==> config.mk <==
export PLATFORM = sky130hd
export DESIGN_NAME = mdu_issue_ctrl
export DESIGN_NICKNAME = d
export VERILOG_FILES = /design/src/rtl/mdu_pkg.sv /design/src/rtl/mdu_special_case.sv /design/src/rtl/mdu_issue_ctrl.sv
export SDC_FILE = /design/constraint.sdc
export NUM_CORES = 1
export LEC_CHECK = 0
export ABC_AREA = 1
export ABC_CLOCK_PERIOD_IN_PS = 2700
export BUFFER_PORTS_ARGS = -buffer_cell sky130_fd_sc_hd__clkbuf_2
export CAP_MARGIN = 25
export CORE_ASPECT_RATIO = 1.5
export CORE_MARGIN = 2
export CORE_UTILIZATION = 50
export CTS_CLUSTER_DIAMETER = 30
export CTS_CLUSTER_SIZE = 16
export DETAILED_ROUTE_END_ITERATION = 8
export HOLD_SLACK_MARGIN = 0.05
export PLACE_DENSITY = 0.81
export SETUP_SLACK_MARGIN = 0.02
export SYNTH_ARGS = -nofsm -noshare
export SYNTH_HDL_FRONTEND = slang
export SYNTH_HIERARCHICAL = 1
export SYNTH_SLANG_ARGS = --single-unit
==> constraint.sdc <==
create_clock -name clk -period 2.7 [get_ports clk]
set_clock_uncertainty 0.1 [all_clocks]
set_input_delay 0.135 -clock clk [delete_from_list [all_inputs] [get_ports clk]]
set_output_delay 0.135 -clock clk [all_outputs]
set_load 0.005 [all_outputs]
==> src/rtl/mdu_pkg.sv <==
`default_nettype none
// +-----------------------------------------------------------------+
// | mdu_pkg : shared RV32M funct3 codes, states and result constants |
// | Revision: 1.0                                                    |
// +-----------------------------------------------------------------+
package mdu_pkg;

   localparam int MDU_XLEN = 32;

   localparam logic [2:0] MDU_MUL    = 3'b000;
   localparam logic [2:0] MDU_MULH   = 3'b001;
   localparam logic [2:0] MDU_MULHSU = 3'b010;
   localparam logic [2:0] MDU_MULHU  = 3'b011;
   localparam logic [2:0] MDU_DIV    = 3'b100;
   localparam logic [2:0] MDU_DIVU   = 3'b101;
   localparam logic [2:0] MDU_REM    = 3'b110;
   localparam logic [2:0] MDU_REMU   = 3'b111;

   localparam logic [31:0] INT_MIN  = 32'h8000_0000;
   localparam logic [31:0] ALL_ONES = 32'hFFFF_FFFF;

   typedef enum logic [2:0] {
      IDLE  = 3'd0,
      ISSUE = 3'd1,
      WAIT  = 3'd2,
      DRAIN = 3'd3,
      DONE  = 3'd4
   } mdu_state_t;

endpackage
`default_nettype wire

==> src/rtl/mdu_special_case.sv <==
`default_nettype none
// +-----------------------------------------------------------------+
// | mdu_special_case : divide-by-zero / signed-overflow resolution   |
// | Revision: 1.0                                                    |
// +-----------------------------------------------------------------+
module mdu_special_case
   import mdu_pkg::*;
#(
   parameter int XLEN = MDU_XLEN
) (
   input  logic [2:0]      funct3,
   input  logic [XLEN-1:0] rs1,
   input  logic [XLEN-1:0] rs2,
   output logic            is_special,
   output logic [XLEN-1:0] special_result
);

   logic w_div_zero;
   logic w_overflow;

   assign w_div_zero = (rs2 == '0);
   assign w_overflow = (rs1 == XLEN'(INT_MIN)) && (rs2 == XLEN'(ALL_ONES));

   always_comb begin
      is_special     = 1'b0;
      special_result = '0;
      case (funct3)
         MDU_DIV: begin
            if (w_div_zero) begin
               is_special     = 1'b1;
               special_result = XLEN'(ALL_ONES);
            end else if (w_overflow) begin
               is_special     = 1'b1;
               special_result = XLEN'(INT_MIN);
            end
         end
         MDU_DIVU: begin
            if (w_div_zero) begin
               is_special     = 1'b1;
               special_result = XLEN'(ALL_ONES);
            end
         end
         // Signed overflow remainder is 0, already the default result.
         MDU_REM: begin
            if (w_div_zero) begin
               is_special     = 1'b1;
               special_result = rs1;
            end else if (w_overflow) begin
               is_special     = 1'b1;
            end
         end
         MDU_REMU: begin
            if (w_div_zero) begin
               is_special     = 1'b1;
               special_result = rs1;
            end
         end
         default: begin
            is_special     = 1'b0;
            special_result = '0;
         end
      endcase
   end

endmodule
`default_nettype wire

==> src/rtl/mdu_issue_ctrl.sv <==
`default_nettype none
// +-----------------------------------------------------------------+
// | mdu_issue_ctrl : EX-stage issue/writeback controller for the mdu |
// | Revision: 1.0                                                    |
// +-----------------------------------------------------------------+
module mdu_issue_ctrl
   import mdu_pkg::*;
#(
   parameter int XLEN    = MDU_XLEN,
   parameter int TIMEOUT = 64
) (
   input  logic            clk,
   input  logic            rst,
   input  logic            req_valid,
   output logic            req_ready,
   input  logic [2:0]      req_funct3,
   input  logic [4:0]      req_rd,
   input  logic [XLEN-1:0] req_rs1,
   input  logic [XLEN-1:0] req_rs2,
   input  logic            flush,
   output logic            mdu_valid,
   output logic [2:0]      mdu_op,
   output logic [XLEN-1:0] mdu_rs1,
   output logic [XLEN-1:0] mdu_rs2,
   input  logic [XLEN-1:0] mdu_result,
   input  logic            mdu_ready,
   output logic            wb_valid,
   output logic [4:0]      wb_rd,
   output logic [XLEN-1:0] wb_data,
   output logic            busy,
   output logic            timeout_err
);

   localparam int CW = $clog2(TIMEOUT + 1);

   mdu_state_t      r_state;
   logic [CW-1:0]   r_cnt;
   logic            r_mdu_valid;
   logic            r_wb_valid;
   logic            r_timeout;
   logic [2:0]      r_op;
   logic [XLEN-1:0] r_rs1;
   logic [XLEN-1:0] r_rs2;
   logic [4:0]      r_rd;
   logic [XLEN-1:0] r_wb_data;

   logic            w_is_special;
   logic [XLEN-1:0] w_special_result;
   logic [CW-1:0]   w_cnt_next;
   logic            w_expire;

   mdu_special_case #(.XLEN(XLEN)) u_special (
      .funct3         (req_funct3),
      .rs1            (req_rs1),
      .rs2            (req_rs2),
      .is_special     (w_is_special),
      .special_result (w_special_result)
   );

   assign w_cnt_next = r_cnt + CW'(1);
   assign w_expire   = (w_cnt_next == CW'(TIMEOUT));

   assign req_ready   = (r_state == IDLE);
   assign busy        = (r_state != IDLE);
   assign mdu_valid   = r_mdu_valid;
   assign mdu_op      = r_op;
   assign mdu_rs1     = r_rs1;
   assign mdu_rs2     = r_rs2;
   // A flush arriving during DONE must still suppress the strobe in that cycle.
   assign wb_valid    = r_wb_valid & ~flush;
   assign wb_rd       = r_rd;
   assign wb_data     = r_wb_data;
   assign timeout_err = r_timeout;

   always_ff @(posedge clk or negedge rst) begin
      if (!rst) begin
         r_state     <= IDLE;
         r_cnt       <= '0;
         r_mdu_valid <= 1'b0;
         r_wb_valid  <= 1'b0;
         r_timeout   <= 1'b0;
         r_op        <= '0;
         r_rs1       <= '0;
         r_rs2       <= '0;
         r_rd        <= '0;
         r_wb_data   <= '0;
      end else begin
         r_mdu_valid <= 1'b0;
         r_wb_valid  <= 1'b0;
         r_timeout   <= 1'b0;
         case (r_state)
            IDLE: begin
               if (req_valid && !flush) begin
                  r_op  <= req_funct3;
                  r_rs1 <= req_rs1;
                  r_rs2 <= req_rs2;
                  r_rd  <= req_rd;
                  if (w_is_special) begin
                     r_wb_data  <= w_special_result;
                     r_wb_valid <= (req_rd != 5'd0);
                     r_state    <= DONE;
                  end else begin
                     r_mdu_valid <= 1'b1;
                     r_state     <= ISSUE;
                  end
               end
            end
            ISSUE: begin
               r_cnt   <= '0;
               r_state <= flush ? DRAIN : WAIT;
            end
            WAIT: begin
               if (mdu_ready && !flush) begin
                  r_wb_data  <= mdu_result;
                  r_wb_valid <= (r_rd != 5'd0);
                  r_state    <= DONE;
               end else if (mdu_ready) begin
                  // Flushed in the completion cycle: the response is consumed and dropped.
                  r_state <= IDLE;
               end else if (w_expire) begin
                  r_timeout <= 1'b1;
                  r_state   <= IDLE;
               end else begin
                  r_cnt <= w_cnt_next;
                  if (flush) begin
                     r_state <= DRAIN;
                  end
               end
            end
            DRAIN: begin
               if (mdu_ready) begin
                  r_state <= IDLE;
               end else if (w_expire) begin
                  r_timeout <= 1'b1;
                  r_state   <= IDLE;
               end else begin
                  r_cnt <= w_cnt_next;
               end
            end
            DONE: begin
               r_state <= IDLE;
            end
            default: begin
               r_state <= IDLE;
            end
         endcase
      end
   end

endmodule
`default_nettype wire

==> reports/results.tsv <==
metric	value	unit
clk_lat worst skew	410	ps
top-area cell type share of the netlist area	0.505	
GP Congestion	0.861	
global-route wire length before repair	31300	um
CTS Buf Count	17	
Post-Syn Area	5800	um^2
outcome	finished, final reports clean	
fin crit period	2520	ps
chip height	136	um
vias in the first global route	6587	
synth warn	6	
clk root buf	clkbuf_16	
IO buf count	217	
top-count cell post-synth	nand2_1	
Worst R2R End	mdu_rs2[26]$_DFFE_PN0P_	
CTS tree	done	
Hold Vio Cnt, Final	0	
clk sinks	117	
most instantiated cells after synthesis	323 x nand2_1, 117 x dfrtp_1, 76 x nor2_1	
Post-DRT Antenna Nets	0	
pin count of the biggest net entering global routing	71	
leading area contributor after synthesis	dfrtp_1	
Final Setup Violations	0	
Max Transition Viols Final	0	
Max Cap Viol	0	
Critical R2R Launch	r_state[2]$_DFFE_PN0P_	
RSZ-0062 raised after global routing	no	
CP required	2930	ps
ys flop type	dfrtp_1	
crit path max fanout	23	
Layout Nets	1167	
Vias	6348	
Worst R2R Setup Slack	570	ps
Syn Area/Cell	7.84	um^2
number of remaining DRC errors	0	
Placed Cells	1081	
initial antenna violation count	0	
Final Cell Area	8670	um^2
layout cells sized above 1	0.296	
gr usage total	0.323	
hpwl dp	11900	um
GRT met3 Usage	0.0715	
total global routing overflow	0	
CP peak stage delay	560	ps
Yosys reg bits	117	
Crit-path slowest cell	dlygate4sd3_1	
grt met2 use	0.587	
Area contributors post-synth	dfrtp_1 51%, nand2_1 21%, nor2_1 4.9%	
total leakage power	4.51	nW
most used cell along the critical path	nor2_1	
type of origin of the critical path	primary input	
EDFF count, synth	0	
vias per std cell	5.19	
routed wire length	20000	um
Clock Tree Buf Depth	2	
grt peak-use layer	met2	
Distinct cells, synth	28	
placed inst area	6980	um^2
Site Rows	48	
crit end category	flop	
Routed WL per cell	16.4	um
R2R cell count	7	
async set or reset register ratio after synthesis	1.00	
maximum vdd drop	0.000573	V
fmax	396	MHz
Post-Syn Instances	739	
worst setup path category	in2reg	
Max-Slew Margin vs Limit	0.463	
Synthesized Nets	849	
Initial DRC Count	412	
Die X	91.9	um
critical hold path startpoint	flush	
Tcrit/Tclk final	0.935	
Slew @ Worst Pin	806	ps
Min Hold Slack	97.3	ps
sum of negative setup slack	0	ps
Worst Path Arrival	2750	ps
Die Area	12500	um^2
hold depth	7	
Final Power	0.00883	W
clock slew at reported path FFs	60	ps
# H-tree levels	4	
M1 GR Usage	0.338	
number of iterations in the first detailed-routing pass	5	
I/O pin count	218	
Seq/Total Area, Yosys	0.505	
core area	11400	um^2
pwr dens	1020	nW/um^2
hold worst-path end	r_state[0]$_DFFE_PN0P_	
hold crit path type	in2reg	
fin cells	1222	
area grow syn2layout	49.6	%
initial core utilization	0.508	
cell-by-cell listing of the critical path	dlygate4sd3_1 -> clkbuf_2 -> nand4_1 -> nor2_1 -> nand2_1 -> nor2_1 -> nand3_1 -> o21ai_1 -> or2_1 -> o21ai_2 -> nor2_4 -> buf_12 -> nor2_1 -> a31oi_2	
final cells by class:
| class | count | area (um^2) |
|---|---|---|
| antenna | 2 | 5.00 |
| clock buffer | 18 | 439 |
| clock inverter | 14 | 178 |
| fill | 810 | 2740 |
| inverter | 54 | 204 |
| multi-input combinational | 532 | 2450 |
| sequential | 117 | 2930 |
| tap | 150 | 188 |
| timing repair buffer | 335 | 2280 |
metrics by stage:
step / utilization / setup WS (ps)
detailed placement: 0.612 / 283
finish: 0.760 / 176
floorplan: - / 862
global placement: 0.612 / 352
global route: 0.759 / 44.3
CTS: 0.758 / 131
power breakdown:
part           internal [W]  leakage [nW]  switching, W
Clock               0.00148         0.289      0.000839
Sequential          0.00256          1.46      0.000500
Combinational       0.00150          2.77       0.00195
how the worst max path moves through the flow:
stage                      startpoint                      end  slack, ps  cells after the start
after floorplan            req_rs2[2]  wb_data[24]$_DFFE_PN0P_        860                     15
after global placement    req_rs1[10]  wb_data[17]$_DFFE_PN0P_        350                     14
after detailed placement  req_rs1[10]  wb_data[18]$_DFFE_PN0P_        280                     14
after CTS                 req_rs1[10]  wb_data[18]$_DFFE_PN0P_        130                     15
after global routing      req_rs2[14]  wb_data[14]$_DFFE_PN0P_         40                     14
final                     req_rs2[14]   wb_data[8]$_DFFE_PN0P_        180                     14
flip-flops by register name (all words and copies together) (netlist names):
register and cells:
mdu_valid 1, wb_data 32, timeout_err 1, mdu_op 3
mdu_rs2 32, r_state 3, wb_rd 5, r_wb_valid 1
r_cnt 7, mdu_rs1 32
kinds of logic after synthesis:
| group | count (synthesis) | synth area share |
|---|---|---|
| DFF | 117 | 0.505 |
| buffers and inverters | 90 | 0.0728 |
| and+or+nand+nor | 449 | 0.311 |
| adders and majority gates | 1 | 0.00216 |
| AOI/OAI and AO/OA | 81 | 0.107 |
| xor gates and xnor gates | 1 | 0.00151 |
metal layers:
layer  part of all wire  vias up
li1                   -     2959
met1               0.35     2967
met2               0.53      331
met3              0.065       91
met4              0.053        0
met5                  0        -
timing repair:
action                     CTS  global route
setup endpoints to repair    0            27
setup buffers                0             2
gates resized for setup      0             2
hold buffers               105             0
hold endpoints to repair   143             0
critical path, delay by kind of cell:
| family | cells | cell delay, ps |
|---|---|---|
| AOI/OAI and AO/OA | 3 | 440 |
| and+or+nand+nor | 8 | 1240 |
| buffers and inverters | 3 | 930 |
cell usage in the layout, fill, tap and decap left out, types with 2 or more instances in the layout:
cell,n
inv_2,3
o21ai_2,5
clkinv_2,2
nand2_2,6
a21oi_2,3
a21oi_1,31
nand4_1,8
nor2_2,10
dfrtp_1,117
buf_12,3
dlygate4sd3_1,105
buf_4,10
clkbuf_2,216
bufinv_16,3
inv_6,2
clkinv_4,4
a31oi_2,22
diode_2,2
inv_1,50
nor2_1,76
a31oi_1,11
o21ai_0,4
clkbuf_16,17
nor2_4,3
nand3_1,15
nor3_1,5
nand3_2,2
o21ai_1,3
nand2_1,323
clkinvlp_4,4
Power figures use the tool's default switching activity.
